--- config.mk ---
export PLATFORM = sky130hd
export DESIGN_NAME = pipe_skid_reg
export DESIGN_NICKNAME = d
export VERILOG_FILES = /design/src/rtl/pipe_skid_reg.sv
export SDC_FILE = /design/constraint.sdc
export NUM_CORES = 1
export LEC_CHECK = 0
export ABC_AREA = 1
export BUFFER_PORTS_ARGS = -buffer_cell sky130_fd_sc_hd__buf_4
export CELL_PAD_IN_SITES_DETAIL_PLACEMENT = 0
export CELL_PAD_IN_SITES_GLOBAL_PLACEMENT = 1
export CORE_UTILIZATION = 40
export DETAILED_ROUTE_END_ITERATION = 8
export HOLD_SLACK_MARGIN = 0.08
export PLACE_DENSITY = 0.79
export SLEW_MARGIN = 20
export SYNTH_ARGS = -nofsm -noshare
export SYNTH_HDL_FRONTEND = slang
export SYNTH_SLANG_ARGS = --single-unit
--- constraint.sdc ---
create_clock -name clk -period 2.6 [get_ports clk]
set_clock_uncertainty 0.05 [all_clocks]
set_input_delay 0.52 -clock clk [delete_from_list [all_inputs] [get_ports clk]]
set_output_delay 0.52 -clock clk [all_outputs]
set_load 0.02 [all_outputs]
--- src/rtl/pipe_skid_reg.sv ---
// Two-entry skid register between pipeline stages: main drives the outputs,
// skid catches one extra entry so in_ready never depends on out_ready.
module pipe_skid_reg #(
    parameter int unsigned DATA_W   = 128,
    parameter int unsigned TNEW_W   = 2,
    parameter int unsigned TNEW_DEC = 1,
    parameter logic [31:0] PC_RESET = 32'h0000_3000,
    parameter int unsigned CNT_W    = 16
) (
    input  logic              clk,
    input  logic              reset,
    input  logic              flush,
    input  logic              in_valid,
    output logic              in_ready,
    input  logic [31:0]       in_pc,
    input  logic [31:0]       in_instr,
    input  logic [DATA_W-1:0] in_data,
    input  logic [TNEW_W-1:0] in_Tnew,
    output logic              out_valid,
    input  logic              out_ready,
    output logic [31:0]       out_pc,
    output logic [31:0]       out_instr,
    output logic [DATA_W-1:0] out_data,
    output logic [TNEW_W-1:0] out_Tnew,
    output logic [1:0]        out_count,
    output logic [CNT_W-1:0]  stall_cnt
);

    typedef struct packed {
        logic [31:0]       pc;
        logic [31:0]       instr;
        logic [DATA_W-1:0] data;
        logic [TNEW_W-1:0] tnew;
    } entry_t;

    typedef enum logic [1:0] {
        EMPTY = 2'd0,
        ONE   = 2'd1,
        TWO   = 2'd2
    } state_e;

    localparam entry_t ENTRY_RST = '{
        pc:    PC_RESET,
        instr: '0,
        data:  '0,
        tnew:  '0
    };

    state_e             state_q, state_d;
    entry_t             main_q, main_d;
    entry_t             skid_q, skid_d;
    logic [CNT_W-1:0]   stall_q, stall_d;
    entry_t             cap;
    logic               in_fire;
    logic               out_fire;

    assign in_ready  = (state_q != TWO);
    assign out_valid = (state_q != EMPTY);
    assign in_fire   = in_valid & in_ready;
    assign out_fire  = out_valid & out_ready;

    always_comb begin
        cap       = ENTRY_RST;
        cap.pc    = in_pc;
        cap.instr = in_instr;
        cap.data  = in_data;
        cap.tnew  = in_Tnew;
        if (TNEW_DEC == 1 && in_Tnew != '0) begin
            cap.tnew = in_Tnew - TNEW_W'(1);
        end
    end

    // main is returned to the empty pattern whenever the stage drains,
    // so the outputs can be driven straight from main_q.
    always_comb begin
        state_d = state_q;
        main_d  = main_q;
        skid_d  = skid_q;
        unique case (state_q)
            EMPTY: begin
                if (in_fire) begin
                    state_d = ONE;
                    main_d  = cap;
                end
            end
            ONE: begin
                if (in_fire && out_fire) begin
                    main_d = cap;
                end else if (in_fire) begin
                    state_d = TWO;
                    skid_d  = cap;
                end else if (out_fire) begin
                    state_d = EMPTY;
                    main_d  = ENTRY_RST;
                end
            end
            TWO: begin
                if (out_fire) begin
                    state_d = ONE;
                    main_d  = skid_q;
                    skid_d  = ENTRY_RST;
                end
            end
            default: begin
                state_d = EMPTY;
                main_d  = ENTRY_RST;
                skid_d  = ENTRY_RST;
            end
        endcase
        if (flush) begin
            state_d = EMPTY;
            main_d  = ENTRY_RST;
            skid_d  = ENTRY_RST;
        end
    end

    always_comb begin
        stall_d = stall_q;
        if (out_valid && !out_ready && stall_q != '1) begin
            stall_d = stall_q + CNT_W'(1);
        end
    end

    always_ff @(posedge clk or negedge reset) begin
        if (!reset) begin
            state_q <= EMPTY;
            main_q  <= ENTRY_RST;
            skid_q  <= ENTRY_RST;
            stall_q <= '0;
        end else begin
            state_q <= state_d;
            main_q  <= main_d;
            skid_q  <= skid_d;
            stall_q <= stall_d;
        end
    end

    assign out_pc    = main_q.pc;
    assign out_instr = main_q.instr;
    assign out_data  = main_q.data;
    assign out_Tnew  = main_q.tnew;
    assign out_count = state_q;
    assign stall_cnt = stall_q;

endmodule
# [Word level (Yosys, flattened, before mapping)]
# Index checks and enable logic that the tools add are counted.
[classes] add_sub_neg=2 mul=0 n_div=0 order_cmp=0 n_eq_ne=12 n_shift=0 muxes=18 bitwise_logic=2 reduce_logical=10
[op_table] cell="194-bit two-way mux" count=8
[op_table] cell="194-bit one-hot mux with 3 select lines" count=2
[op_table] cell="16-bit by 1-bit adder with 16-bit output (second input constant)" count=1
[op_table] cell="16-bit != test (second input constant)" count=1
[op_table] cell="2-bit two-way mux" count=7
[op_table] cell="3-bit != test (second input constant)" count=4
[op_table] cell="4-bit != test (second input constant)" count=3
[op_table] cell="4-bit AND reduction" count=3
[op_table] cell="2-bit one-hot mux with 3 select lines" count=1
[op_table] cell="2-bit != test (second input constant)" count=2
[op_table] cell="2-bit nonzero test" count=2
[op_table] cell="1-bit logical AND" count=3
[op_table] cell="1-bit AND" count=2
[op_table] cell="2-bit by 1-bit equality test with 1-bit output (second input constant)" count=1
[op_table] cell="2-bit equality test (second input constant)" count=1
[op_table] cell="2-bit logical NOT" count=1
[op_table] cell="2-bit by 1-bit subtractor with 2-bit output (second input constant)" count=1
[op_table] cell="1-bit logical NOT" count=1
[totals] reg_bits=406 latchBits=0 ramBits=0 mem_bits_ro=0 in_bits=199 out_inout_bits=214 wordCells=54 memories=0

# [Logic depth before layout (Yosys ltp)]
# Gate-level depths: netlist of the first run.
[logic_depth] depth_word=7 depth_mapped=10 ltp_nobuf=8

# [Worst setup path after synthesis of the first run]
# Ideal clock, no wire load.
[synth_path] path_type="register to output" from="register state_q[0] (netlist: out_count[0])" to="output port out_valid" arrival_ns=1.465 required_ns=2.030 setup_slack_ns=0.565 path_stages_with_launch=6 path_buffers=3 cell_sequence="dfrtp_1 > buf_4 > nor2_1 > clkbuf_1 > clkbuf_1 > inv_1"
[synth_between] elab_chain_len=1
[synth_rtl] element="start: declaration" line_no="49" text="state_e state_q, state_d;"
[synth_rtl] element="start signal: assignment" line_no="131" text="state_q <= state_d;"
[synth_rtl] element="2-bit nonzero test" line_no="58" text="assign out_valid = (state_q != EMPTY);"
[synth_rtl] element="end: declaration" line_no="19" text="output logic out_valid,"
# No other way between the ends.

# [Final worst setup path of the first run]
[layout_path] from="register state_q[1] (netlist: out_count[1])" to="register skid_q[5] in the netlist's numbering"
[layout_between] elab_chain_len=5 elab_cells_between_ends=15 cone_classes="7 x eq/ne; 2 x mux; 2 x bitwise; 4 x reduce/logical"
[layout_rtl] element="2-bit != test or 2-bit nonzero test (tied branches)" line_no="57, 58"
[layout_rtl] element="1-bit AND, on equally long branches" line_no="59, 60"
[layout_rtl] element="1-bit logical AND" line_no="87" text="if (in_fire && out_fire) begin"
[layout_rtl] element="3-bit != test (no line)"
[layout_rtl] element="4-bit AND reduction (no line)"
[layout_rtl] element="end signal: assignment" line_no="133" text="skid_q <= skid_d;"
[layout_rtl] element="end: declaration" line_no="51" text="entry_t skid_q, skid_d;"
# Several ways; a longest one is shown, not always the timed one.
# A chain may end at the register's enable or synchronous reset.

==> results of run 1 <==
==> layout make-up <==
cell class	instances	share of cell area, %
diodes	2	0.0203
clock buffers	75	6.01
clock inverters	4	0.284
inverters	154	2.38
multi-input cells	1817	31.7
flip-flops and latches	406	41.2
well taps	615	3.12
repair buffers	458	15.3
==> Yosys cell counts, types with 2 or more instances <==
library cell	number	area share, %
a21oi_1	3	0.078
buf_1	22	0.43
buf_2	38	0.98
buf_4	32	1.2
clkbuf_1	91	1.8
dfrtp_1	402	52
dfstp_2	4	0.54
inv_1	151	2.9
inv_2	3	0.058
nand2_1	1098	21
nand3_1	328	8.5
nand4_1	7	0.23
nor2_1	26	0.50
nor2_2	2	0.065
nor2_4	3	0.17
o21ai_0	335	8.7
xor2_1	7	0.32
==> metal layers <==
| layer | wire length [um] | share of wire [%] |
|---|---|---|
| met5 | 31 | 0.049 |
| met4 | 1770 | 2.8 |
| met3 | 4510 | 7.1 |
| met2 | 29400 | 46 |
| met1 | 27700 | 44 |
==> registers in the layout, indices dropped and copies added, names as in the netlist <==
name,count
out_Tnew,2
out_count,2
out_data,128
out_instr,32
out_pc,32
skid_q,194
stall_cnt,16
==> repair_timing <==
item,in CTS,in global routing
endpoints found under the hold margin,36,0
cloned,1,0
pin swaps,0,1
hold buffers,1,0
resized for setup,2,2
setup endpoints to repair,1,5
==> stage by stage <==
stage	cell area [um2]	power [mW]
finish	24700	18.7
global route	24700	19.5
CTS	24700	18.9
detailed placement	23100	12.1
global placement	23100	12.0
floorplan	19400	9.94
==> worst max-delay path, stage by stage, from the launching register on <==
cell and delay, ns:
dfrtp_2 0.47, inv_2 0.09, nor2_4 0.22, nand3_1 0.32, nand2_8 0.18, buf_16 0.38
o21ai_0 0.25, nand2_1 0.12
==> worst paths after layout <==
| path | end | slack [ns] | depth (start not counted) |
|---|---|---|---|
| worst max-delay path | skid_q[5] | 0.04 | 7 |
| worst min-delay path | out_count[1] | 0.13 | 2 |
| max in group asynchronous | skid_q[174] | 1.29 | 3 |
| worst max register to register | skid_q[5] | 0.04 | 7 |
| min in group asynchronous | out_data[21] | 0.41 | 2 |
| worst min register to register | out_data[64] | 0.43 | 2 |
==> report_power, final <==
group	switching (mW)	internal, mW	total (mW)
sequential	0.528	7.06	7.59
combinational	2.84	1.54	4.38
clock	2.62	4.06	6.68
total	5.99	12.7	18.7
==> cells by family after synthesis <==
logic type      count (synthesis)  share of synthesized area, %
fa+ha+maj                       1                        0.0646
simple gates                 1466                          30.8
xor+xnor                        8                         0.362
flops                         406                          52.5
compound gates                342                          8.88
buf+inv                       337                          7.40
==> placed cells by master, fill, tap and decap left out, drive strengths merged <==
cell | synthesis | layout
o21ai | 337 | 337
xnor2 | 1 | 1
nor2 | 31 | 31
bufinv | 0 | 2
a31oi | 1 | 1
bufbuf | 0 | 1
inv | 154 | 154
xor2 | 7 | 7
dfrtp | 402 | 402
buf | 92 | 456
ha | 1 | 1
nand2 | 1099 | 1099
o31ai | 1 | 1
dfstp | 4 | 4
diode | 0 | 2
clkbuf | 91 | 75
a21oi | 3 | 3
dlygate4sd3 | 0 | 1
nand4 | 7 | 7
nand3 | 329 | 329
clkinv | 0 | 2
==> summary.md, run 1 <==
| Metric | Value |
|---|---|
| DRC | 0 |
| DIE WIDTH | between 200 and 250 um |
| CP Max Fanout | 192 |
| Count of cell types in the netlist | 25 |
| Setup crit start kind | flip-flop |
| Top FF cell, synth | dfrtp_1 |
| Total track usage | between 20% and 30% |
| Initial Utilization | 40.6% |
| Net Count, Synth | about 2,800 |
| CTS Sinks | 406 |
| Fillcell total | 4,596 |
| VDD IR max | 424 uV |
| Largest net degree at the start of global routing | 193 |
| Post-Syn Instances | 2,560 |
| Layout area overhead | 27.4% |
| Hold/Removal Path Class | input port to flip-flop |
| Pre-CTS WS | 0.225 ns |
| Die area | approximately 49,000 um2 |
| EDFF count, synth | 0 |
| Final Hold Fails | 0 |
| Root buffer cell | clkbuf_16 |
| GRT overflow | 0 |
| Mapped cell area | a little under 20,000 um2 |
| Seq/Total Area, Yosys | 52.5% |
| Core footprint | 47,700 um2 |
| Worst path arrival time | 3.02 ns |
| Die height | ~220 um |
| Row cnt | 80 |
| Synth warnings | 0 |
| Ys async rst share | 100% |
| RePlAce Congestion | 0.813 |
| Layout cells sized above 1 | 18.7% |
| # nets final | 3,084 |
| RSZ-0062 raised after global routing | no |
| Leak pwr | 13.6 nW |
| Post CTS Setup Buffer Count | 0 |
| Clock buffer depth | 3 |
| Vias/cell | 5.19 |
| Total wire length | 63.4 mm |
| Power per cell area | approximately 760 nW/um2 |
| Least-Margin Pin Slew | 1.06 ns |
| Headroom to the max-slew limit | 29.2% |
| Max Freq | 0.391 GHz |
| Number of global-route vias before repair | 17,500 |
| Met2 Track Usage GR | roughly 40% |
| Clk pin slew, worst setup/hold paths | 0.06 ns |
| Final Non-Filler Cells | 3,531 |
| Max-cap check violation count | 0 |
| First-pass GRT wire length | slightly above 100 mm |
| # placed instances | 3,448 |
| Critical R2R Launch | out_count[1] |
| Crit. End Element | flip-flop |
| Final Util | slightly above 50% |
| I/O pin count | between 400 and 500 |
| Final Cycle Share | a little over nine tenths |
| Avg WL per Cell | 18.0 um |
| CTS tree | yes |
| Global Route met3 Usage | 6.32% |
| Post-Route Setup TNS | 0 ns |
| Synth Register Bits | 406 |
| Max Slew Vio Count | 0 |
| Htree depth | 2 |
| Crit. Startpoint | out_count[1] |
| Initial antenna violation count | 4 |
| CTS buffer count | 47 |
| Port Buffers | 412 |
| Busiest grt layer | met2 |
| M1 GR Usage | between 30% and 40% |
| Register area | 10,200 um2 |
| Setup Crit Path Kind | flip-flop to flip-flop |
| Syn_area_per_cell | 7.56 um2 |
| Drt initial violations | 1,388 |
| Total number of vias | about 18,000 |
| Data required time of the critical path | 3.06 ns |
| Final setup vio count | 0 |
| Status | completed |
| DRT Pass-1 Iters | 6 |
| Detailed placement HPWL | 38.4 mm |
| Min Hold Slack | 0.127 ns |
| Worst hold start | flush |
| Multi-input gate area | about 7800 um2 |
| Clock Latency Late Sink | ~0.57 ns |
| Setup slack after layout | 0.0394 ns |
| Detail Route Antenna Nets | 0 |
| Tmin final | 2.56 ns |
No activity file was read; power rests on OpenSTA's default activity.
==> inputs of run 2 (changes only) <==
--- a/config.mk
+++ b/config.mk
@@ -6,10 +6,13 @@
 export NUM_CORES = 1
 export LEC_CHECK = 0
 export ABC_AREA = 1
+export ABC_CLOCK_PERIOD_IN_PS = 2600
 export BUFFER_PORTS_ARGS = -buffer_cell sky130_fd_sc_hd__buf_4
 export CELL_PAD_IN_SITES_DETAIL_PLACEMENT = 0
 export CELL_PAD_IN_SITES_GLOBAL_PLACEMENT = 1
+export CORE_ASPECT_RATIO = 1.4
 export CORE_UTILIZATION = 40
+export CTS_BUF_LIST = sky130_fd_sc_hd__clkbuf_8
 export DETAILED_ROUTE_END_ITERATION = 8
 export HOLD_SLACK_MARGIN = 0.08
 export PLACE_DENSITY = 0.79
==> run 2 against run 1 <==
Effect of this change: maximum frequency rose by 2.4%; count of clock-buffer cells in the layout rose by 9; die area barely moved; register-to-register slack improved by 0.27 ns; setup slack improved by 0.061 ns; core utilization rose by 3.4 points; final cell count rose by 6.6%; worst hold slack got worse by 0.0016 ns; critical endpoint is now out_valid; clock power fell by 12%; power fell by 3.3%.
==> summary.md, run 2 (synthesis gave the netlist of run 1 again) <==
| Metric | Value |
|---|---|
| Number of global-route vias before repair | 18,600 (+6.5%) |
| Total power | 18.0 mW (-3.3%) |
| RSZ-0062 raised after global routing | no |
| Detail Route Antenna Nets | 0 (unchanged) |
| Final Hold Fails | 0 (unchanged) |
| Hold/Removal Path Class | input port to flip-flop |
| CTS Sinks | 406 (unchanged) |
| Crit. End Element | output pin |
| Worst Hold Endpoint | skid_q[116] |
| Worst path arrival time | 1.93 ns (-1.09 ns) |
| Number of cells on the worst reg-to-reg path | 7 (unchanged) |
| Most frequent cells in the layout | nand2_1 (1,098), buf_4 (427), dfrtp_1 (401) |
| Crit. Startpoint | out_count[0] |
| Critical R2R Launch | out_count[0] |
| Setup crit start kind | flip-flop |
| Max-cap check violation count | 0 (unchanged) |
| Crit-path slowest cell | dfrtp_1 |
| Power per cell area | 684 nW/um2 (-9.5%) |
| Total track usage | 25.8% (+0.33 points) |
| Avg WL per Cell | 17.1 um (-5.1%) |
| Row cnt | 95 (+19%) |
| Clk pin slew, worst setup/hold paths | 0.07 ns (about the same) |
| CP Max Fanout | 41 (-79%) |
| RR Endpoint | skid_q[64] |
| Max Slew Vio Count | 0 (unchanged) |
| I/O pin count | 413 (unchanged) |
| Final Cycle Share | 96.1% (-2.4 points) |
| Final setup vio count | 0 (unchanged) |
| Biggest register | skid_q |
| R2r setup slk | 0.31 ns (+0.27 ns) |
| CTS buffer count | 67 (+43%) |
| RePlAce Congestion | 0.821 (+1.0%) |
| Buf/Inv on CP | 3 (+1) |
| Max FFs per register | 194 (unchanged) |
| DRT Pass-1 Iters | 5 (-1) |
| Hold Path Depth | 3 (+1) |
| Max Freq | 0.400 GHz (+2.4%) |
| GRT overflow | 0 (unchanged) |
| Headroom to the max-slew limit | 49.2% (+20 points) |
| Htree depth | 3 (+1) |
| Status | completed |
| Vias/cell | 5.08 (-2.0%) |
| Clock Latency Late Sink | 0.61 ns (+0.04 ns) |
| First-pass GRT wire length | 103 mm (+2.0%) |
| Layout cells sized above 1 | 18.3% (-0.34 points) |
| Root buffer cell | clkbuf_8 |
| Leak pwr | 14.4 nW (+5.7%) |
| Least-Margin Pin Slew | 0.762 ns (-0.300 ns) |
| Largest stage delay on the critical path | 0.53 ns (+0.06 ns) |
| Data required time of the critical path | 2.03 ns (-1.03 ns) |
| Detailed placement HPWL | 38.3 mm (-0.20%) |
| Largest net degree at the start of global routing | 119 (-38%) |
| # nets final | 3,279 (+6.3%) |
| Clock buffer depth | 3 (unchanged) |
| Die area | 49,300 um2 (about the same) |
| Die height | 262 um (+18%) |
| DRC | 0 (unchanged) |
| VDD IR max | 390 uV (-8.0%) |
| DIE WIDTH | 188 um (-15%) |
| Most common cell after layout, fill and taps aside | nand2_1 |
| Initial antenna violation count | 6 (+2) |
| Delay-heaviest family, CP | buffers and inverters |
| CTS tree | yes |
| Layout area overhead | 36.1% |
| Drt initial violations | 1,482 (+6.8%) |
| Initial Utilization | 40.4% (-0.13 points) |
| Worst-path cell chain | nor2_4, buf_6, inv_1, buf_4 |
| Total wire length | 64.2 mm (+1.2%) |
| Worst hold start | in_data[114] |
| Post-Route Setup TNS | 0 ns (unchanged) |
| Tmin final | 2.50 ns (-0.0612 ns) |
| Setup Crit Path Kind | flip-flop to output pin |
| Port Buffers | 412 (unchanged) |
| Core footprint | 47,900 um2 (+0.33%) |
| Total number of vias | 19,100 (+4.4%) |
[run 2: worst reg2reg max path, cell delays in order, from the launching register on]
cell     delay (ns)
dfrtp_1        0.59
nor2_4         0.11
nand3_1        0.29
nand2_8        0.23
nor2_4         0.21
buf_12         0.37
nand3_1        0.27
nand2_1        0.09
[run 2: worst max path at each step]
stage / endpoint / cells past startpoint
detailed placement: skid_q[33] / 8
global route: out_valid / 4
CTS: in_ready / 5
floorplan: out_valid / 5
finish: out_valid / 4
global placement: skid_q[74] / 8
[run 2: what timing repair did]
item | in CTS | in global routing
hold buffers | 174 | 0
cloned | 2 | 0
gates resized for setup | 3 | 0
endpoints found under the hold margin | 208 | 0
buffers inserted | 0 | 1
setup endpoints to repair | 2 | 1
pin swaps | 1 | 1
[run 2: layer usage]
| layer | track usage (%) | vias to the layer above | part of all wire (%) |
|---|---|---|---|
| li1 | - | 9183 | - |
| met1 | 34.4 | 9195 | 43 |
| met2 | 42.4 | 640 | 48 |
| met3 | 4.67 | 107 | 6.1 |
| met4 | 8.50 | 0 | 2.5 |
| met5 | 0 | - | 0 |
[run 2: metrics by stage]
stage	utilization, %	hold WS (ns)	std cells	worst slack (ns)	area [um2]
6_report	55.0	0.125	3763	0.101	26400
4_1_cts	55.0	0.0809	3756	0.0443	26300
5_1_grt	55.0	0.108	3763	0.0272	26400
3_3_place_gp	48.3	0.413	3463	0.364	23100
3_5_place_dp	48.3	0.410	3463	0.337	23100
2_1_floorplan	-	0.174	2560	0.565	19400
[run 2: layout make-up]
cell class                      instances  area, um2
Fill cell                            4518      21500
Timing Repair Buffer                  633       5610
Clock inverter                         33        231
Tap cell                              630        788
Multi-Input combinational cell       1817       7820
Sequential cell                       406      10200
Inverter                              154        586
Antenna cell                            6       15.0
Clock buffer                           84       1160
[run 2: report_power, final]
part	total, mW	leakage, nW	switching (mW)	internal, mW
registers	7.59	5.47	0.529	7.06
logic	4.60	8.10	2.87	1.73
clock network	5.85	0.779	2.64	3.21
==> inputs of run 3 (changes only) <==
==> config.mk (replaced) <==
export PLATFORM = sky130hd
export DESIGN_NAME = pipe_skid_reg
export DESIGN_NICKNAME = d
export VERILOG_FILES = /design/src/rtl/pipe_skid_reg.sv
export SDC_FILE = /design/constraint.sdc
export NUM_CORES = 1
export LEC_CHECK = 0
export ABC_CLOCK_PERIOD_IN_PS = 2600
export BUFFER_PORTS_ARGS = -buffer_cell sky130_fd_sc_hd__buf_4
export CELL_PAD_IN_SITES_DETAIL_PLACEMENT = 0
export CELL_PAD_IN_SITES_GLOBAL_PLACEMENT = 2
export CORE_ASPECT_RATIO = 1.4
export CORE_UTILIZATION = 39
export CTS_BUF_LIST = sky130_fd_sc_hd__clkbuf_8
export DETAILED_ROUTE_END_ITERATION = 8
export PLACE_DENSITY = 0.85
export SLEW_MARGIN = 20
export SYNTH_ARGS = -nofsm -noshare
export SYNTH_HDL_FRONTEND = slang
export SYNTH_SLANG_ARGS = --single-unit
==> run 3 against run 2 <==
Effect of this change: die area is 0.81% lower; critical path depth stayed put; sequential power is 7.0% lower; worst hold slack worse by 0.015 ns; sequential cell count stayed put; via count is 27% lower; final area is 9.3% lower; sequential share of layout area is 3.9 points higher; global-route usage is 3.7 points lower; largest cell class unchanged; largest power group unchanged.
==> summary.md, run 3 <==
| Metric | Value |
|---|---|
| Final setup vio count | 0 (unchanged) |
| Total number of vias | 14,000 (-27%) |
| Detailed placement HPWL | 34.9 mm (-9.1%) |
| Least-Margin Pin Slew | 0.639 ns (-0.123 ns) |
| Status | completed |
| Fillcell total | 4,336 (-4.0%) |
| Post-Syn Instances | 1,588 (-38%) |
| Clock network power share | 37.3% (+4.9 points) |
| Number of global-route vias before repair | 14,400 (-22%) |
| Tmin final | 2.30 ns (-0.196 ns) |
| Post-Route Setup TNS | 0 ns (unchanged) |
| CP Max Fanout | 9 (-78%) |
| Setup Crit Path Kind | flip-flop to output pin |
| Internal Dissipation | 11.0 mW (-8.4%) |
| Yosys top cell area share | 53.7% (+1.8 points) |
| Core footprint | 47,200 um2 (-1.5%) |
| Commonest cells post-synth | dfrtp_1 (402), nand2_1 (197), inv_1 (192) |
| Power per cell area | 649 nW/um2 (-5.2%) |
| Most frequent cell after synthesis | dfrtp_1 |
| Post-CTS Resized | 0 (-3) |
| Final Cycle Share | 88.6% (-7.5 points) |
| Clock Latency Late Sink | 0.60 ns (about the same) |
| Mapped cell area | 18,700 um2 (-3.3%) |
| Final Hold Fails | 0 (unchanged) |
| First-pass GRT wire length | 85.4 mm (-17%) |
| RePlAce Congestion | 0.784 (-4.6%) |
| Clk pin slew, worst setup/hold paths | 0.07 ns (about the same) |
| Met2 Track Usage GR | 35.1% (-7.3 points) |
| Leak pwr | 11.4 nW (-21%) |
| Total wire length | 54.2 mm (-15%) |
| CTS buffer count | 67 (unchanged) |
| Top FF cell, synth | dfrtp_1 |
| Max FFs per register | 194 (unchanged) |
| DIE WIDTH | 187 um (-0.40%) |
| VDD IR max | 492 uV (+26%) |
| Htree depth | 3 (unchanged) |
| Layout cells sized above 1 | 33.0% (+15 points) |
| GRT overflow | 0 (unchanged) |
| Total track usage | 22.1% (-3.7 points) |
| Largest net degree at the start of global routing | 87 (-27%) |
| Busiest grt layer | met2 |
| Combinational power share | 17.2% (-8.3 points) |
| Ys async rst share | 100% (unchanged) |
| Initial Utilization | 39.7% (-0.72 points) |
| Post-synth top area cell | dfrtp_1 |
| Hold/Removal Path Class | input port to flip-flop |
| Min Hold Slack | 0.110 ns (-0.0152 ns) |
| Top cells by area, synth | dfrtp_1 (54%), mux2i_1 (10%), o2bb2ai_2 (8.0%), a22oi_1 (7.6%), o2bb2ai_1 (4.3%) |
| Headroom to the max-slew limit | 57.4% (+8.2 points) |
| Die area | 48,900 um2 (-0.81%) |
| Clock buffer depth | 3 (unchanged) |
| Data required time of the critical path | 2.03 ns (about the same) |
| I/O pin count | 413 (unchanged) |
| P_sw | 4.53 mW (-25%) |
| Root buffer cell | clkbuf_8 |
| Syn_area_per_cell | 11.8 um2 (+56%) |
| # nets final | 2,187 (-33%) |
| Sw frac | 29.2% (-4.3 points) |
| Seq/Total Area, Yosys | 54.3% (+1.8 points) |
| Register area | 10,200 um2 (about the same) |
| EDFF count, synth | 0 (unchanged) |
| Synth Register Bits | 406 (unchanged) |
| Post CTS Setup Buffer Count | 0 (unchanged) |
| RSZ-0062 raised after global routing | no |
| Multi-input gate area | 7050 um2 (-9.8%) |
| Vias/cell | 5.25 (+3.3%) |
| Layout area overhead | 27.7% |
| Worst path arrival time | 1.73 ns (-0.20 ns) |
| Initial antenna violation count | 1 (-5) |
| Drt initial violations | 780 (-47%) |
| Most common cell after layout, fill and taps aside | buf_4 |
| Net Count, Synth | 1,788 (-35%) |
| Cts hold-fix bufs | 1 (-99%) |
| Row cnt | 94 (-1.1%) |
| Global Route met3 Usage | 6.70% (+2.0 points) |
| Detail Route Antenna Nets | 0 (unchanged) |
| Count of cell types in the netlist | 44 (+76%) |
| CTS tree | yes |
| Crit. End Element | output pin |
| Most frequent cells in the layout | buf_4 (431), dfrtp_1 (402), inv_1 (213) |
| Total power | 15.5 mW (-14%) |
| Flop pwr share | 45.5% (+3.4 points) |
| CTS Sinks | 406 (unchanged) |
| DRC | 0 (unchanged) |
| Biggest register | skid_q |
| Synth warnings | 0 (unchanged) |
| Max Slew Vio Count | 0 (unchanged) |
| DRT Pass-1 Iters | 5 (unchanged) |
| M1 GR Usage | 29.1% (-5.3 points) |
| Die height | 261 um (-0.41%) |
| Max Freq | 0.434 GHz (+8.5%) |
| Max-cap check violation count | 0 (unchanged) |
| Port Buffers | 412 (unchanged) |
| Avg WL per Cell | 20.4 um (+20%) |
| Setup crit start kind | flip-flop |
[run 3: changes by cell type in the layout (fill, tap and decap cells not counted), moves of 100 or more]
cell and change:
o2bb2ai_2 +100, a22oi_1 +190, mux2i_1 +190, nand2_1 -901, nand3_1 -324, dlygate4sd3_1 -173
o21ai_0 -334
[run 3: cells by family (layout without fill, tap and decap cells)]
| family | Yosys count | count (layout) | synth area share, % |
|---|---|---|---|
| buffers and inverters | 324 | 771 | 8.30 |
| muxes | 197 | 197 | 10.6 |
| DFF | 406 | 406 | 54.3 |
| and+or+nand+nor | 247 | 247 | 5.57 |
| xor gates and xnor gates | 13 | 13 | 0.608 |
| adders and majority gates | 1 | 1 | 0.0668 |
| AOI/OAI and AO/OA | 400 | 400 | 20.6 |
| other | 0 | 1 | 0 |
[run 3: metal layers]
metal / vias to the layer above / part of all wire [%]
li1: 6398 / -
met4: 0 / 2.2
met5: - / 0
met3: 82 / 8.4
met2: 443 / 47
met1: 7047 / 42
[run 3: layout make-up]
| type | instances | area share, % |
|---|---|---|
| antenna | 1 | 0.0105 |
| clock buffer | 85 | 4.89 |
| clock inverter | 32 | 0.848 |
| timing repair buffer | 461 | 16.0 |
| tap | 624 | 3.26 |
| multi-input combinational | 858 | 29.5 |
| inverter | 193 | 3.03 |
| sequential | 406 | 42.5 |
[run 3: path summary, 6_finish.rpt]
| kind | from | cells past startpoint | slack (ns) | end |
|---|---|---|---|---|
| max in group asynchronous | reset | 3 | 1.21 | skid_q[65] |
| max reg2reg | out_count[1] | 7 | 0.47 | out_data[91] |
| max | out_count[1] | 4 | 0.30 | in_ready |
| min reg2reg | out_data[41] | 1 | 0.44 | out_data[41] |
| min in group asynchronous | reset | 2 | 0.43 | skid_q[44] |
| min | out_ready | 2 | 0.11 | out_count[1] |
[run 3: per-stage QoR]
step	setup slack, ns	std cells	util, %	cell area, um2
after global placement	0.452	2541	47.8	22500
after global routing	0.158	2660	50.7	23900
after CTS	0.218	2659	50.7	23900
final	0.297	2660	50.7	23900
after floorplan	0.657	1588	-	18700
after detailed placement	0.416	2541	47.8	22500
[run 3: power by group through the flow]
stage	combinational (mW)	clock (mW)	sequential [mW]
3_3_place_gp	2.67	0	7.15
5_1_grt	2.89	6.28	7.11
3_5_place_dp	2.71	0	7.16
4_1_cts	2.71	5.98	7.06
6_report	2.68	5.79	7.06
2_1_floorplan	1.17	0	7.40
[run 3: worst max-delay path, cell delays in order, from the launching register on]
cell and delay (ns):
dfrtp_1 0.44, buf_4 0.21, nor2b_4 0.28, inv_2 0.04, buf_4 0.16
